===== src/rtl/key_debounce_repeat.sv =====
// -----------------------------------------------------------------------------
// key_debounce_repeat
//   Samples raw push-button levels through a two-flop synchroniser. On each
//   enable tick it debounces every key independently. It emits a one-clock
//   press pulse when a key is accepted as pressed. While the key stays held it
//   can also emit auto-repeat pulses.
//
// Ports
//   clk        in   1         system clock, all state on the rising edge
//   reset      in   1         asynchronous active-low reset, clears all state
//   enable     in   1         sample strobe; debounce/repeat advance only here
//   key_raw    in   NUM_KEYS  asynchronous button levels, 1 = pressed
//   key_state  out  NUM_KEYS  debounced level per key
//   key_pulse  out  NUM_KEYS  1-clk pulse per accepted press or repeat
//   key_busy   out  1         OR of key_state
// -----------------------------------------------------------------------------
module key_debounce_repeat #(
  parameter int NUM_KEYS     = 4,
  parameter int DEBOUNCE_CNT = 4,
  parameter int REPEAT_DELAY = 20,
  parameter int REPEAT_RATE  = 5,
  parameter int REPEAT_EN    = 1
) (
  input  logic                clk,
  input  logic                reset,
  input  logic                enable,
  input  logic [NUM_KEYS-1:0] key_raw,
  output logic [NUM_KEYS-1:0] key_state,
  output logic [NUM_KEYS-1:0] key_pulse,
  output logic                key_busy
);

  typedef enum logic [1:0] {
    ST_IDLE   = 2'd0,
    ST_DELAY  = 2'd1,
    ST_REPEAT = 2'd2
  } state_t;

  // Terminal counts; every counter is cleared on match, so none can wrap.
  localparam logic [7:0] L_DB_LAST = 8'(DEBOUNCE_CNT - 1);
  localparam logic [7:0] L_RD_LAST = 8'(REPEAT_DELAY - 1);
  localparam logic [7:0] L_RR_LAST = 8'(REPEAT_RATE - 1);

  logic [NUM_KEYS-1:0] r_sync1;
  logic [NUM_KEYS-1:0] r_sync2;
  logic [NUM_KEYS-1:0] r_level;
  logic [NUM_KEYS-1:0] r_pulse;
  logic                r_busy;
  logic [7:0]          r_db_cnt   [NUM_KEYS];
  logic [7:0]          r_hold_cnt [NUM_KEYS];
  state_t              r_fsm      [NUM_KEYS];

  logic [7:0]          w_db_cnt_nxt [NUM_KEYS];
  logic [7:0]          w_hold_nxt   [NUM_KEYS];
  state_t              w_fsm_nxt    [NUM_KEYS];
  logic [NUM_KEYS-1:0] w_level_nxt;
  logic [NUM_KEYS-1:0] w_rise;
  logic [NUM_KEYS-1:0] w_fall;
  logic [NUM_KEYS-1:0] w_pulse_nxt;

  // Two-flop synchroniser, runs every clock regardless of enable.
  always_ff @(posedge clk or negedge reset) begin
    if (!reset) begin
      r_sync1 <= {NUM_KEYS{1'b0}};
      r_sync2 <= {NUM_KEYS{1'b0}};
    end else begin
      r_sync1 <= key_raw;
      r_sync2 <= r_sync1;
    end
  end

  // Debounce next state: a matching sample restarts the count, so the level
  // flips only after DEBOUNCE_CNT consecutive mismatching ticks.
  always_comb begin
    w_level_nxt = r_level;
    w_rise      = {NUM_KEYS{1'b0}};
    w_fall      = {NUM_KEYS{1'b0}};
    for (int k = 0; k < NUM_KEYS; k++) begin
      w_db_cnt_nxt[k] = r_db_cnt[k];
      if (!enable) begin
        w_db_cnt_nxt[k] = r_db_cnt[k];
      end else if (r_sync2[k] == r_level[k]) begin
        w_db_cnt_nxt[k] = 8'd0;
      end else if (r_db_cnt[k] == L_DB_LAST) begin
        w_db_cnt_nxt[k] = 8'd0;
        w_level_nxt[k]  = ~r_level[k];
        w_rise[k]       = ~r_level[k];
        w_fall[k]       = r_level[k];
      end else begin
        w_db_cnt_nxt[k] = r_db_cnt[k] + 8'd1;
      end
    end
  end

  // Repeat FSM next state and pulse generation. Release is tested first so it
  // suppresses a repeat pulse that falls due on the same tick.
  always_comb begin
    w_pulse_nxt = w_rise;
    for (int k = 0; k < NUM_KEYS; k++) begin
      w_fsm_nxt[k]  = r_fsm[k];
      w_hold_nxt[k] = r_hold_cnt[k];
      case (r_fsm[k])
        ST_IDLE: begin
          w_hold_nxt[k] = 8'd0;
          if (w_rise[k] && (REPEAT_EN != 0)) begin
            w_fsm_nxt[k] = ST_DELAY;
          end else begin
            w_fsm_nxt[k] = ST_IDLE;
          end
        end
        ST_DELAY: begin
          if (w_fall[k]) begin
            w_fsm_nxt[k]  = ST_IDLE;
            w_hold_nxt[k] = 8'd0;
          end else if (enable && (r_hold_cnt[k] == L_RD_LAST)) begin
            w_pulse_nxt[k] = 1'b1;
            w_hold_nxt[k]  = 8'd0;
            w_fsm_nxt[k]   = ST_REPEAT;
          end else if (enable) begin
            w_hold_nxt[k] = r_hold_cnt[k] + 8'd1;
          end else begin
            w_hold_nxt[k] = r_hold_cnt[k];
          end
        end
        ST_REPEAT: begin
          if (w_fall[k]) begin
            w_fsm_nxt[k]  = ST_IDLE;
            w_hold_nxt[k] = 8'd0;
          end else if (enable && (r_hold_cnt[k] == L_RR_LAST)) begin
            w_pulse_nxt[k] = 1'b1;
            w_hold_nxt[k]  = 8'd0;
          end else if (enable) begin
            w_hold_nxt[k] = r_hold_cnt[k] + 8'd1;
          end else begin
            w_hold_nxt[k] = r_hold_cnt[k];
          end
        end
        default: begin
          w_fsm_nxt[k]  = ST_IDLE;
          w_hold_nxt[k] = 8'd0;
        end
      endcase
    end
  end

  // State registers for debounce, repeat FSM and the registered outputs.
  always_ff @(posedge clk or negedge reset) begin
    if (!reset) begin
      r_level <= {NUM_KEYS{1'b0}};
      r_pulse <= {NUM_KEYS{1'b0}};
      r_busy  <= 1'b0;
      for (int k = 0; k < NUM_KEYS; k++) begin
        r_db_cnt[k]   <= 8'd0;
        r_hold_cnt[k] <= 8'd0;
        r_fsm[k]      <= ST_IDLE;
      end
    end else begin
      r_level <= w_level_nxt;
      r_pulse <= w_pulse_nxt;
      r_busy  <= |w_level_nxt;
      for (int k = 0; k < NUM_KEYS; k++) begin
        r_db_cnt[k]   <= w_db_cnt_nxt[k];
        r_hold_cnt[k] <= w_hold_nxt[k];
        r_fsm[k]      <= w_fsm_nxt[k];
      end
    end
  end

  assign key_state = r_level;
  assign key_pulse = r_pulse;
  assign key_busy  = r_busy;

endmodule


===== config.mk =====
export PLATFORM = sky130hd
export DESIGN_NAME = key_debounce_repeat
export DESIGN_NICKNAME = d
export VERILOG_FILES = /design/src/rtl/key_debounce_repeat.sv
export SDC_FILE = /design/constraint.sdc
export NUM_CORES = 1
export LEC_CHECK = 0
export CAP_MARGIN = 10
export CORE_ASPECT_RATIO = 0.6
export CORE_MARGIN = 5
export CORE_UTILIZATION = 50
export DETAILED_ROUTE_END_ITERATION = 8
export PLACE_DENSITY = 0.67
export SYNTH_ARGS = -nofsm -noshare
export SYNTH_HDL_FRONTEND = slang
export SYNTH_SLANG_ARGS = --single-unit
export TNS_END_PERCENT = 5

===== constraint.sdc =====
create_clock -name clk -period 3.05 [get_ports clk]
set_input_delay 0.61 -clock clk [delete_from_list [all_inputs] [get_ports clk]]
set_output_delay 0.61 -clock clk [all_outputs]
set_load 0.02 [all_outputs]

=== Word-level counts from Yosys, hierarchy flattened ===
Cells that the tools add are included.

* Logic and storage cells: 186
* Input bits: 7
* Flip-flop bits (word level): 89

* Bitwise gates (word level): 4
* Reductions and logical operators: 17
* Multiplexer cells: 108
* Equal/unequal tests: 32
* Add/sub/neg operators: 8

{| class="wikitable"
|+ Operator list
! kind !! number
|-
| 2-to-1 mux 8 bit || 28
|-
| adder 8 x 1 -> 8 bit (second input constant) || 8
|-
| one-hot mux 8 bit (2 select lines) || 4
|-
| 2-to-1 mux 1 bit || 56
|-
| == test 8 x 2 -> 1 bit (second input constant) || 4
|-
| == test 8 x 3 -> 1 bit (second input constant) || 4
|-
| == test 8 x 5 -> 1 bit (second input constant) || 4
|-
| 2-to-1 mux 2 bit || 12
|-
| one-hot mux 2 bit (3 select lines) || 4
|-
| != test 3 bit (second input constant) || 4
|-
| == test 2 x 1 -> 1 bit (second input constant) || 4
|-
| == test 2 bit (second input constant) || 4
|-
| logical AND 1 bit || 8
|-
| logical NOT 2 bit || 4
|-
| != test 2 bit (second input constant) || 4
|-
| one-hot mux 1 bit (2 select lines) || 4
|-
| AND reduction 2 bit || 4
|-
| == test 1 bit || 4
|-
| inverter 1 bit || 4
|-
| OR reduction 4 bit || 1
|}

=== Depth between registers and ports, before layout ===
* Depth after elaboration: 7
* Mapped depth: 8

=== Worst setup path before layout ===
Ideal clock, no wire load.

* Kind: input to register
* From: in enable
* To: reg r_busy, in the netlist key_busy
* Setup slack: 1.112 ns
* Data required time: 2.911 ns
* Arrival time: 1.800 ns
* Library setup time: 0.139 ns
* Stages on the path: 5
* Cells stage by stage: buf_2 > nor4b_1 > nand2_1 > a21o_1 > or4_1

* Cells in the longest elaborated chain, start to end: 2
* Elaborated cells on any way between the ends: 5
* Those cells by class: mux: 4; reduce/logical: 1

{| class="wikitable"
|+ Ends and longest elaborated chain
! item !! RTL line !! source
|-
| start, declared || 26 || <nowiki>input logic enable,</nowiki>
|-
| 2-to-1 mux 1 bit || 80 || <nowiki>if (!enable) begin</nowiki>
|-
| via w_level_nxt[3] || 56 || <nowiki>logic [NUM_KEYS-1:0] w_level_nxt;</nowiki>
|-
| OR reduction 4 bit || 160 || <nowiki>r_busy <= |w_level_nxt;</nowiki>
|-
| end signal, assigned || 160 ||
|-
| end, declared || 48 || <nowiki>logic r_busy;</nowiki>
|}

The timed path passes the listed nets, and every way through them passes these cells.
A chain may end at the register's enable or synchronous reset.

==> out/qor.csv <==
stage,metric,value,unit
global_route,grt_max_degree,47,
synthesis,synth_cell_types,52,
cts,cts_hold_buf,0,
sta,rsz0062_at_grt,false,
synthesis,synth.avg_cell_area,9.54,sq um
cts,clk_latency,0.33,ns
synthesis,ys_seq_area_frac,0.468,
global_route,grt_pass1_wl,16400,microns
sta,tns,0,ns
outcome,outcome,"finished, final reports clean",
floorplanning,start_util,0.516,
floorplanning,die_area,0.0116,sq mm
synthesis,ys_async_sr_fraction,1.00,
sta,setup_viol,0,
floorplanning,die_y,85.6,microns
cts,cts.sinks,89,
cts,clk_pin_slew,0.06,ns
setup_path,end_kind,register,
global_route,grtUsageTotal,0.175,
sta,fin_crit,2.13,ns
final_layout,num_antenna_cells,0,
drt,drc_errors,0,
drt,routedWlPerCell,14.0,microns
cts,cts.htree.levels,3,
floorplanning,num_io_pins,16,
power_and_ir_drop,peakVddDrop,0.351,mV
final_layout,nets,549,
floorplanning,die_w,136,microns
setup_path,crit_chain,"ha_1, or4b_4, nor3_4, nand2_1, nand3_1, nor2_1",
sta,clock_skew,0.00578,ns
synthesis,ys_ff_latch,89,
synthesis,netlist_area,0.00476,sq mm
synthesis,yosysMostFrequentCell,dfrtp_1,
setup_path,cpLargestDelayFamily,simple AND/OR/NAND/NOR gates,
drt,via_per_inst,5.35,
synthesis,synth_ff_type,dfrtp_1,
sta,holdWs,0.284,ns
power_and_ir_drop,p_leak,2.27,nW
cts,cts_root_buffer,clkbuf_16,
cts,cts_setup_buffers,0,
setup_path,critPathRequiredTime,3.25,ns
drt,num_vias,3480,
cts,cts_tree,done,
setup_path,startpoint_type,register,
run,timing.max_cap.violations,0,
place,dp_hpwl,6340,microns
drt,ant_nets,0,
floorplanning,num_rows,27,
synthesis,synthTopCellsByCount,"dfrtp_1, nor2_1, nand2_1",
setup_path,criticalPathCategory,register to register,
final_layout,utilization,0.578,
synthesis,syn_nets,530,
cts,cts.repair.resized,0,
drt,drtPass1Iterations,4,
final_layout,fill_cells,806,
sta,tightest_slew,0.611,ns
global_route,gr-total-overflow,0,
synthesis,syn_inst,499,
place,gp_congestion,0.844,
setup_path,critical_path_buf_inv_count,0,
sta,max_slew_margin,0.592,
final_layout,drive_gt1_frac,0.0576,
global_route,grt_antenna_before_repair,0,
cts,cts_inserted_buffers,9,
sta,timing.final.crit_share,0.698,
final_layout,synthToLayoutAreaGrowth,11.9,%
drt,drt_iter0_drc,209,
sta,slew_viol_final,0,
cts,clockBufferDepth,2,
synthesis,yosys-top-cells-area,"dfrtp_1, ha_1, nor2_1, xor2_1, nand2_1",
power_and_ir_drop,power_density,583,mW/mm^2
synthesis,synth_edf_count,0,
sta,finalHoldViolCount,0,
place,port_buffers,15,
setup_path,cp.arrival,2.33,ns
global_route,first_global_vias,3507,
setup_path,crit_fanout,8,
setup_path,cp_slowest_cell,or4b_4,
synthesis,synth_top_area_frac,0.468,
floorplanning,core,0.00922,sq mm
synthesis,synth_top_area_cell,dfrtp_1,
setup_path,critPathMaxStageDelay,0.55,ns
synthesis,synth_warnings,0,
drt,routed_wirelength,9150,microns
min_path,hp-class,input port to asynchronous set/reset pin,
sta,max_freq,470,MHz
==> stage by stage <==
stage,cell area (sq um),setup slack (ns),instances,total power [W]
floorplan,4760,1.11,499,0.00188
global placement,5060,0.824,637,0.00209
detailed placement,5060,0.764,637,0.00212
CTS,5330,0.913,651,0.00315
global route,5330,0.741,651,0.00329
finish,5330,0.921,651,0.00311
==> cells by family (layout without fill, tap and decap cells) <==
| family | count (synthesis) | after routing | share of synthesized area |
|---|---|---|---|
| compound gates | 68 | 68 | 0.100 |
| xor+xnor | 44 | 44 | 0.0809 |
| fa+ha+maj | 24 | 24 | 0.0631 |
| buf+inv | 46 | 68 | 0.0371 |
| flops | 89 | 89 | 0.468 |
| mux | 8 | 8 | 0.0179 |
| simple gates | 220 | 220 | 0.233 |
==> area by class of cell <==
cell class | instances | area, sq um | area share
Tap cell | 130 | 163 | 0.0305
Clock buffer | 14 | 264 | 0.0496
Multi-Input combinational cell | 364 | 2360 | 0.442
Inverter | 35 | 131 | 0.0247
Timing Repair Buffer | 19 | 185 | 0.0348
Sequential cell | 89 | 2230 | 0.418
==> layer usage <==
metal / share of wire / vias to the layer above / global-route usage
met5: 0 / - / 0
met4: 0.0097 / 0 / 0.0430
met3: 0.033 / 9 / 0.0492
met2: 0.44 / 45 / 0.265
met1: 0.51 / 1665 / 0.249
li1: - / 1761 / -
==> power breakdown <==
| part | switching [W] | total [W] | internal, W |
|---|---|---|---|
| clock network | 0.000421 | 0.00101 | 0.000589 |
| logic | 0.000361 | 0.000640 | 0.000279 |
| registers | 0.000170 | 0.00146 | 0.00129 |
==> placed cells by master, fill, tap and decap left out, types with 12 or more instances in the layout <==
cell             instances
and3_1                  12
clkdlybuf4s50_1         13
dfrtp_1                 89
ha_1                    24
inv_1                   35
nand2_1                 46
nand3_1                 23
nand4_1                 21
nor2_1                  77
o21ai_0                 18
xnor2_1                 18
xor2_1                  26
==> worst paths after layout <==
check | from | endpoint | slack, ns | depth (start not counted)
hold reg to reg | r_sync1[3]$_DFF_PN0_ | r_sync2[3]$_DFF_PN0_ | 0.35 | 0
max in group asynchronous | reset | r_sync1[0]$_DFF_PN0_ | 2.13 | 2
min in group clk | r_sync1[3]$_DFF_PN0_ | r_sync2[3]$_DFF_PN0_ | 0.35 | 0
hold / removal | reset | key_pulse[1]$_DFF_PN0_ | 0.28 | 1
setup / recovery | r_db_cnt[16]$_DFFE_PN0P_ | r_hold_cnt[21]$_DFF_PN0_ | 0.92 | 6
setup reg to reg | r_db_cnt[16]$_DFFE_PN0P_ | r_hold_cnt[21]$_DFF_PN0_ | 0.92 | 6
==> flip-flops by register name, summed over array words and instances, names as in the netlist <==
signal,flops
key_state,4
key_pulse,4
r_db_cnt,32
key_busy,1
r_fsm,8
r_hold_cnt,32
r_sync1,4
r_sync2,4
Note: power is estimated with default switching activity, not from simulation.
